==> config.mk <==
export PLATFORM = sky130hd
export DESIGN_NAME = apb_master_flat
export DESIGN_NICKNAME = d
export VERILOG_FILES = /design/src/rtl/apb_master_if.sv /design/src/rtl/apb_master.sv /design/src/flat_wrapper.sv
export SDC_FILE = /design/constraint.sdc
export NUM_CORES = 1
export LEC_CHECK = 0
export ABC_AREA = 1
export CAP_MARGIN = 20
export CORE_MARGIN = 1
export CORE_UTILIZATION = 45
export CTS_BUF_LIST = sky130_fd_sc_hd__clkbuf_4 sky130_fd_sc_hd__clkbuf_8
export DETAILED_ROUTE_END_ITERATION = 6
export PLACE_DENSITY = 0.93
export SLEW_MARGIN = 5
export SYNTH_ARGS = -nofsm -noshare
export SYNTH_HDL_FRONTEND = slang
export SYNTH_SLANG_ARGS = --single-unit
==> constraint.sdc <==
create_clock -name PCLK -period 2.18 [get_ports PCLK]
set_input_delay 0.654 -clock PCLK [delete_from_list [all_inputs] [get_ports PCLK]]
set_output_delay 0.654 -clock PCLK [all_outputs]
set_load 0.005 [all_outputs]
==> src/rtl/apb_master_if.sv <==
// Command/response and APB3 bus bundle for apb_master.
// master modport is the initiator view; slave modport is the opposite side (bus model or requester/slave pair).
interface apb_master_if #(
    parameter int ADDR_WIDTH = 8,
    parameter int DATA_WIDTH = 32
);
    logic                  cmd_valid;
    logic                  cmd_ready;
    logic                  cmd_write;
    logic [ADDR_WIDTH-1:0] cmd_addr;
    logic [DATA_WIDTH-1:0] cmd_wdata;
    logic                  rsp_valid;
    logic [DATA_WIDTH-1:0] rsp_rdata;
    logic                  rsp_err;
    logic                  rsp_timeout;
    logic                  PSEL;
    logic                  PENABLE;
    logic                  PWRITE;
    logic [ADDR_WIDTH-1:0] PADDR;
    logic [DATA_WIDTH-1:0] PWDATA;
    logic [DATA_WIDTH-1:0] PRDATA;
    logic                  PREADY;
    logic                  PSLVERR;

    modport master (
        input  cmd_valid, cmd_write, cmd_addr, cmd_wdata, PRDATA, PREADY, PSLVERR,
        output cmd_ready, rsp_valid, rsp_rdata, rsp_err, rsp_timeout,
               PSEL, PENABLE, PWRITE, PADDR, PWDATA
    );

    modport slave (
        output cmd_valid, cmd_write, cmd_addr, cmd_wdata, PRDATA, PREADY, PSLVERR,
        input  cmd_ready, rsp_valid, rsp_rdata, rsp_err, rsp_timeout,
               PSEL, PENABLE, PWRITE, PADDR, PWDATA
    );
endinterface

==> src/rtl/apb_master.sv <==
// APB3 initiator: one outstanding command turned into SETUP+ACCESS, with wait states, PSLVERR and timeout abort.
// Latency: response pulse one cycle after the completing ACCESS edge; minimum 3 cycles per transfer.
// Backpressure: cmd_ready only in IDLE; cmd_valid outside IDLE is ignored, responses cannot be stalled.
module apb_master #(
    parameter int ADDR_WIDTH     = 8,
    parameter int DATA_WIDTH     = 32,
    parameter int TIMEOUT_CYCLES = 16
) (
    input  logic         PCLK,
    input  logic         PRESETn,
    apb_master_if.master bus
);
    localparam int CNT_W = (TIMEOUT_CYCLES > 0) ? $clog2(TIMEOUT_CYCLES + 1) : 1;
    localparam logic [CNT_W-1:0] CNT_LAST = (TIMEOUT_CYCLES > 0) ? CNT_W'(TIMEOUT_CYCLES - 1) : '0;
    localparam logic [CNT_W-1:0] CNT_MAX  = '1;
    localparam bit TO_EN = (TIMEOUT_CYCLES > 0);

    typedef enum logic [1:0] {IDLE, SETUP, ACCESS} state_t;

    state_t                r_state;
    state_t                w_state_nxt;
    logic [CNT_W-1:0]      r_wait_cnt;
    logic                  r_rst_done;
    logic                  r_psel;
    logic                  r_penable;
    logic                  r_pwrite;
    logic [ADDR_WIDTH-1:0] r_paddr;
    logic [DATA_WIDTH-1:0] r_pwdata;
    logic                  r_rsp_vld;
    logic [DATA_WIDTH-1:0] r_rsp_rdata;
    logic                  r_rsp_err;
    logic                  r_rsp_to;
    logic                  w_cmd_rdy;
    logic                  w_accept;
    logic                  w_done;
    logic                  w_abort;

    // cmd_ready stays low while reset is held and rises one edge after release
    assign w_cmd_rdy = r_rst_done && (r_state == IDLE);

    always_ff @(posedge PCLK or negedge PRESETn) begin
        if (!PRESETn) begin
            r_state    <= IDLE;
            r_rst_done <= 1'b0;
        end else begin
            r_state    <= w_state_nxt;
            r_rst_done <= 1'b1;
        end
    end

    always_comb begin
        w_state_nxt = r_state;
        w_accept    = 1'b0;
        w_done      = 1'b0;
        w_abort     = 1'b0;
        case (r_state)
            IDLE: begin
                if (bus.cmd_valid && w_cmd_rdy) begin
                    w_accept    = 1'b1;
                    w_state_nxt = SETUP;
                end
            end
            SETUP: w_state_nxt = ACCESS;
            ACCESS: begin
                // PREADY on the final wait cycle wins over the abort
                if (bus.PREADY) begin
                    w_done      = 1'b1;
                    w_state_nxt = IDLE;
                end else if (TO_EN && (r_wait_cnt == CNT_LAST)) begin
                    w_abort     = 1'b1;
                    w_state_nxt = IDLE;
                end
            end
            default: w_state_nxt = IDLE;
        endcase
    end

    always_ff @(posedge PCLK or negedge PRESETn) begin
        if (!PRESETn) begin
            r_wait_cnt  <= '0;
            r_psel      <= 1'b0;
            r_penable   <= 1'b0;
            r_pwrite    <= 1'b0;
            r_paddr     <= '0;
            r_pwdata    <= '0;
            r_rsp_vld   <= 1'b0;
            r_rsp_rdata <= '0;
            r_rsp_err   <= 1'b0;
            r_rsp_to    <= 1'b0;
        end else begin
            r_psel    <= (w_state_nxt != IDLE);
            r_penable <= (w_state_nxt == ACCESS);
            if (w_accept) begin
                r_pwrite <= bus.cmd_write;
                r_paddr  <= bus.cmd_addr;
                r_pwdata <= bus.cmd_wdata;
            end
            // saturates so an unbounded wait never wraps into a false abort
            if (r_state == SETUP) begin
                r_wait_cnt <= '0;
            end else if ((r_state == ACCESS) && !bus.PREADY && (r_wait_cnt != CNT_MAX)) begin
                r_wait_cnt <= r_wait_cnt + 1'b1;
            end
            r_rsp_vld   <= w_done || w_abort;
            r_rsp_rdata <= (w_done && !r_pwrite) ? bus.PRDATA : '0;
            r_rsp_err   <= (w_done && bus.PSLVERR) || w_abort;
            r_rsp_to    <= w_abort;
        end
    end

    assign bus.cmd_ready   = w_cmd_rdy;
    assign bus.PSEL        = r_psel;
    assign bus.PENABLE     = r_penable;
    assign bus.PWRITE      = r_pwrite;
    assign bus.PADDR       = r_paddr;
    assign bus.PWDATA      = r_pwdata;
    assign bus.rsp_valid   = r_rsp_vld;
    assign bus.rsp_rdata   = r_rsp_rdata;
    assign bus.rsp_err     = r_rsp_err;
    assign bus.rsp_timeout = r_rsp_to;
endmodule

==> src/flat_wrapper.sv <==
// flat-port wrapper written by rule: the top's interface ports become plain ports
module apb_master_flat 
#(
    parameter int ADDR_WIDTH     = 8,
    parameter int DATA_WIDTH     = 32,
    parameter int TIMEOUT_CYCLES = 16
)
  (PCLK, PRESETn, bus_cmd_valid, bus_cmd_write, bus_cmd_addr, bus_cmd_wdata, bus_PRDATA, bus_PREADY, bus_PSLVERR, bus_cmd_ready, bus_rsp_valid, bus_rsp_rdata, bus_rsp_err, bus_rsp_timeout, bus_PSEL, bus_PENABLE, bus_PWRITE, bus_PADDR, bus_PWDATA);
  apb_master_if #(.ADDR_WIDTH(ADDR_WIDTH), .DATA_WIDTH(DATA_WIDTH)) bus_i ();
  input  logic PCLK;
  input  logic PRESETn;
  input wire logic [$bits(bus_i.cmd_valid)-1:0] bus_cmd_valid;
  input wire logic [$bits(bus_i.cmd_write)-1:0] bus_cmd_write;
  input wire logic [$bits(bus_i.cmd_addr)-1:0] bus_cmd_addr;
  input wire logic [$bits(bus_i.cmd_wdata)-1:0] bus_cmd_wdata;
  input wire logic [$bits(bus_i.PRDATA)-1:0] bus_PRDATA;
  input wire logic [$bits(bus_i.PREADY)-1:0] bus_PREADY;
  input wire logic [$bits(bus_i.PSLVERR)-1:0] bus_PSLVERR;
  output wire logic [$bits(bus_i.cmd_ready)-1:0] bus_cmd_ready;
  output wire logic [$bits(bus_i.rsp_valid)-1:0] bus_rsp_valid;
  output wire logic [$bits(bus_i.rsp_rdata)-1:0] bus_rsp_rdata;
  output wire logic [$bits(bus_i.rsp_err)-1:0] bus_rsp_err;
  output wire logic [$bits(bus_i.rsp_timeout)-1:0] bus_rsp_timeout;
  output wire logic [$bits(bus_i.PSEL)-1:0] bus_PSEL;
  output wire logic [$bits(bus_i.PENABLE)-1:0] bus_PENABLE;
  output wire logic [$bits(bus_i.PWRITE)-1:0] bus_PWRITE;
  output wire logic [$bits(bus_i.PADDR)-1:0] bus_PADDR;
  output wire logic [$bits(bus_i.PWDATA)-1:0] bus_PWDATA;
  assign bus_i.cmd_valid = bus_cmd_valid;
  assign bus_i.cmd_write = bus_cmd_write;
  assign bus_i.cmd_addr = bus_cmd_addr;
  assign bus_i.cmd_wdata = bus_cmd_wdata;
  assign bus_i.PRDATA = bus_PRDATA;
  assign bus_i.PREADY = bus_PREADY;
  assign bus_i.PSLVERR = bus_PSLVERR;
  assign bus_cmd_ready = bus_i.cmd_ready;
  assign bus_rsp_valid = bus_i.rsp_valid;
  assign bus_rsp_rdata = bus_i.rsp_rdata;
  assign bus_rsp_err = bus_i.rsp_err;
  assign bus_rsp_timeout = bus_i.rsp_timeout;
  assign bus_PSEL = bus_i.PSEL;
  assign bus_PENABLE = bus_i.PENABLE;
  assign bus_PWRITE = bus_i.PWRITE;
  assign bus_PADDR = bus_i.PADDR;
  assign bus_PWDATA = bus_i.PWDATA;
  apb_master #(.ADDR_WIDTH(ADDR_WIDTH), .DATA_WIDTH(DATA_WIDTH), .TIMEOUT_CYCLES(TIMEOUT_CYCLES)) u_core (.PCLK(PCLK), .PRESETn(PRESETn), .bus(bus_i));
endmodule
# Yosys cells after proc, flatten, opt, wreduce, memory -nomap -nowiden
# Index checks and enable logic that the tools add are counted.
# word_totals
register_bits,86
input_bits,78
output_inout_bits,79
wordCells,45
# classes
add_sub_neg,1
n_eq_ne,5
mux,14
reduce_logical,13
# op_table
op,n
$mux 32,1
$mux 5,2
$mux 1,7
$logic_and 1x1->1,6
$mux 2,3
$pmux 2 s3,1
$add 5x1->5 const B,1
$eq 5x4->1 const B,1
$ne 5x5->1 const B,1
$eq 2x2->1 const B,2
$reduce_bool 2->1,2
$eq 2x1->1 const B,1
$logic_not 1->1,2
$logic_not 2->1,1
$logic_or 1x1->1,2

# Longest topological paths before layout
# logic_depth
word_depth,6
depth_mapped,8
mapped_depth_nobuf,8

# Worst setup path after synthesis
# OpenSTA, ideal clock, no wires.
# synth_path
path_type,reg2reg
from,reg u_core.r_wait_cnt[0]
to,reg u_core.r_wait_cnt[2]
synth_period_minus_slack_ns,1.449
slack_ns,0.731
arrival_time_ns,1.331
n_path_buf,0
required_time_ns,2.062
path_stages_with_launch,9
setup_time_ns,0.118
cell_sequence,dfrtp_1 > ha_1 > nand2_1 > nor2_1 > ha_1 > nor2_1 > nor2_1 > nand2_1 > nand2_1
# synth_between
elab_chain_cells,3
elab_cells_between_ends,6
cone_classes,add/sub (1); eq/ne (1); mux (2); reduce/logical (2)
# synth_rtl
item,line,source
start: declaration,apb_master.sv:22,logic [CNT_W-1:0] r_wait_cnt;
start signal: assignment,apb_master.sv:102,r_wait_cnt <= r_wait_cnt + 1'b1;
$add 5x1->5 or $ne 5x5->1 (tied branches),"apb_master.sv:102, apb_master.sv:101",
$mux 5 or $logic_and 1x1->1 (tied branches),apb_master.sv:101,end else if ((r_state == ACCESS) && !bus.PREADY && (r_wait_cnt != CNT_MAX)) begin
$mux 5 or $reduce_bool 2->1 (tied branches),-,
# Parallel ways exist; a longest one is shown, timed or not. The select of a mux whose other input is x is not followed.
# A chain may end at the register's enable or synchronous reset.

# Final worst setup path
# layout_path
from,"reg u_core.r_pwrite, in the netlist u_core.bus.PWRITE"
to,out bus_PWRITE
# layout_rtl
item,line,source
start: declaration,apb_master.sv:26,logic r_pwrite;
start signal: assignment,apb_master.sv:94,r_pwrite <= bus.cmd_write;
end: declaration,flat_wrapper.sv:26,output wire logic [$bits(bus_i.PWRITE)-1:0] bus_PWRITE;
# No word-level cell between the ends.

==> flow_summary.ini <==
[logic_synthesis]
ys_ff_latch = 86
synth_top_area_share_pct = 66.7
ys.flop_type = dfrtp_1
synth_area_um2 = 3220
synthCells = 336
yosysMostFrequentCell = nand2_1
async_reset_ff_share_pct = 100
synthTopCellsByArea = dfrtp_1 (67%), nand2_1 (16%), inv_1 (4.7%)
syn_area_per_cell_um2 = 9.60
ys_types = 19
seq_area_frac_synth_pct = 66.7
syn_nets = 417
yosysWarnings = 0
synth_edf_count = 0
yosysTopAreaCell = dfrtp_1
synth_common_cells = nand2_1 (139), dfrtp_1 (86), inv_1 (40)

[worst_setup_path]
cp_data_required_time_ns = 1.53
cp-end-kind = output port
crit_fanout = 3
critPathKind = reg2out
path_cells = clkdlybuf4s50_1
r2r-start = u_core.r_wait_cnt[1]
crit_family = buffers and inverters
cp_slowest_stage_delay_ns = 0.53
cp_slowest_cell = clkdlybuf4s50_1
critical_path_arrival_ns = 1.27
ff2ff_path_depth = 8
start_kind = flip-flop
cp_num_buf_inv = 1
r2r-end = u_core.r_wait_cnt[3]
r2r_setup_slack_ns = 0.48

[finish]
fill_cells = 473
register_area_um2 = 2150
drive_above_1_share_pct = 7.95
multi_input_area_um2 = 823
diodes = 0
final_cells = 599
design_area_um2 = 5080
fin_nets = 579
fin_util_pct = 74.0
area_delta_synth_final_pct = 57.7

[sta]
max_freq_ghz = 0.520
setup_viol = 0
finalHoldViolCount = 0
finalSetupTns_ns = 0
final.min_clock_period_ns = 1.92
fin_skew_ns = 0.0146
grt_setup_unrepaired = false
maxSlewViolCount = 0
post-route-period-util_pct = 88.2

[placed_design]
gp_congestion = 0.810
placed_area_um2 = 4880
dp.cells = 583
dp_hpwl_um = 5770
io_buffers = 156

[global_route]
grt_use_total_pct = 22.3
grt_overflow_total = 0
first_global_vias = 2786
grt_first_pass_wirelength_um = 12500
antenna_found_initial = 0
grt_max_degree = 44
use_met1_pct = 23.0
grt_use_met3_pct = 7.71
gr-max-usage-layer = met2
grtUsageMet2_pct = 40.2

[cts]
cts_tree = done
clk_latency_ns = 0.35
htree_levels = 3
cts.reportedPaths.clkPinSlew_ns = 0.09
cts_root_buf = clkbuf_8
cts_buffer_depth = 2
numCtsBuffers = 9
post_cts_buffers = 0
cts_hold_buf = 0
cts_resized = 1
numClockSinks = 86

[power_and_ir_drop]
clkPwrFrac_pct = 27.8
swShare_pct = 26.4
comb_power_share_pct = 24.0
max-vdd-ir-drop_v = 0.000466
p_seq_share_pct = 48.3
leakage_nw = 2.60
intPower_mw = 3.00
power_switching_mw = 1.08
p_per_area_nw_per_um2 = 802

[die]
chipWidth_um = 86.6
initial_core_util_pct = 46.9
ios = 157
dieArea_um2 = 7510
die_h_um = 86.6
coreArea_um2 = 6870
row_count = 30

[route]
wire_per_inst_um = 12.8
vias = 2655
detail-route-antenna-nets = 0
avgViaCountPerCell = 4.43
totalWireLength_um = 7680
drc = 0
drt_iter0_drc = 116
dr.pass1.iters = 4

[run_status]
outcome = finished, final reports clean

[hold_path]
hp-class = in2async

[flow_run]
cap_violations = 0
-- stage by stage --
stage	setup slack (ns)	power, mW	hold WS, ns
floorplan	0.731	2.29	0.358
global placement	0.302	2.94	0.460
detailed placement	0.185	2.99	0.464
CTS	0.233	4.13	0.229
global route	0.203	4.30	0.242
finish	0.258	4.08	0.221
-- metal layers --
| metal | vias up | share of wire [%] |
|---|---|---|
| li1 | 1303 | - |
| met1 | 1228 | 38 |
| met2 | 108 | 52 |
| met3 | 16 | 8.3 |
| met5 | - | 0 |
| met4 | 0 | 2.5 |
-- power by group through the flow --
stage | Clock, mW | Sequential (mW) | Combinational (mW)
detailed placement | 0 | 1.99 | 0.993
CTS | 1.17 | 1.97 | 0.995
global route | 1.22 | 1.99 | 1.09
global placement | 0 | 1.98 | 0.962
finish | 1.13 | 1.97 | 0.977
floorplan | 0 | 2.00 | 0.283
-- worst max-delay path by stage --
stage                                 to  cells after the start                 start  slack, ns
finish                        bus_PWRITE                      1     u_core.bus.PWRITE       0.26
global route                  bus_PWRITE                      1     u_core.bus.PWRITE       0.20
CTS                           bus_PWRITE                      1     u_core.bus.PWRITE       0.23
detailed placement  u_core.r_wait_cnt[3]                      7            bus_PREADY       0.18
global placement    u_core.r_wait_cnt[3]                      7            bus_PREADY       0.30
floorplan           u_core.r_wait_cnt[2]                      8  u_core.r_wait_cnt[0]       0.73
-- cells by family (layout without fill, tap and decap cells) --
family                   after synthesis  count (layout)  synth area share [%]
AO/OA/AOI/OAI                          5               5                 0.854
adder cells (fa/ha/maj)                3               3                  1.16
buffers and inverters                 54             221                  7.72
flip-flops                            86              86                  66.7
other                                  1               1                 0.116
AND/OR/NAND/NOR                      187             187                  23.4
-- flip-flops by register name, indices dropped and copies added (netlist names) --
name                    flops
u_core.r_rst_done           1
u_core.bus.rsp_rdata       32
u_core.bus.rsp_timeout      1
u_core.bus.PSEL             1
u_core.r_wait_cnt           5
u_core.r_state              2
u_core.bus.rsp_err          1
u_core.bus.PWRITE           1
u_core.bus.rsp_valid        1
u_core.bus.PADDR            8
u_core.bus.PWDATA          32
u_core.bus.PENABLE          1
-- final cells by class --
| cell class | instances | area share [%] |
|---|---|---|
| repair buffers | 163 | 31.9 |
| inverters | 42 | 3.10 |
| multi-input cells | 196 | 16.2 |
| flip-flops and latches | 86 | 42.3 |
| clock inverters | 6 | 1.40 |
| clock buffers | 10 | 2.71 |
| well taps | 96 | 2.36 |
-- cell usage in the layout (no fill, tap or decap) --
cell type and n:
o21ai_0 4, o21a_1 1, ha_1 3, bufinv_16 1, or2_1 1, clkbuf_8 10, or2_2 2, dfrtp_1 86
dlygate4sd2_1 1, buf_12 1, inv_2 2, clkinvlp_4 2, conb_1 1, inv_1 40, clkinv_4 3, nand3b_1 1
buf_4 7, nand2_1 139, clkdlybuf4s50_1 154, nor2_1 26, nor2_2 12, nand4_1 3, nand3_1 3
(Power assumes the default switching activity.)
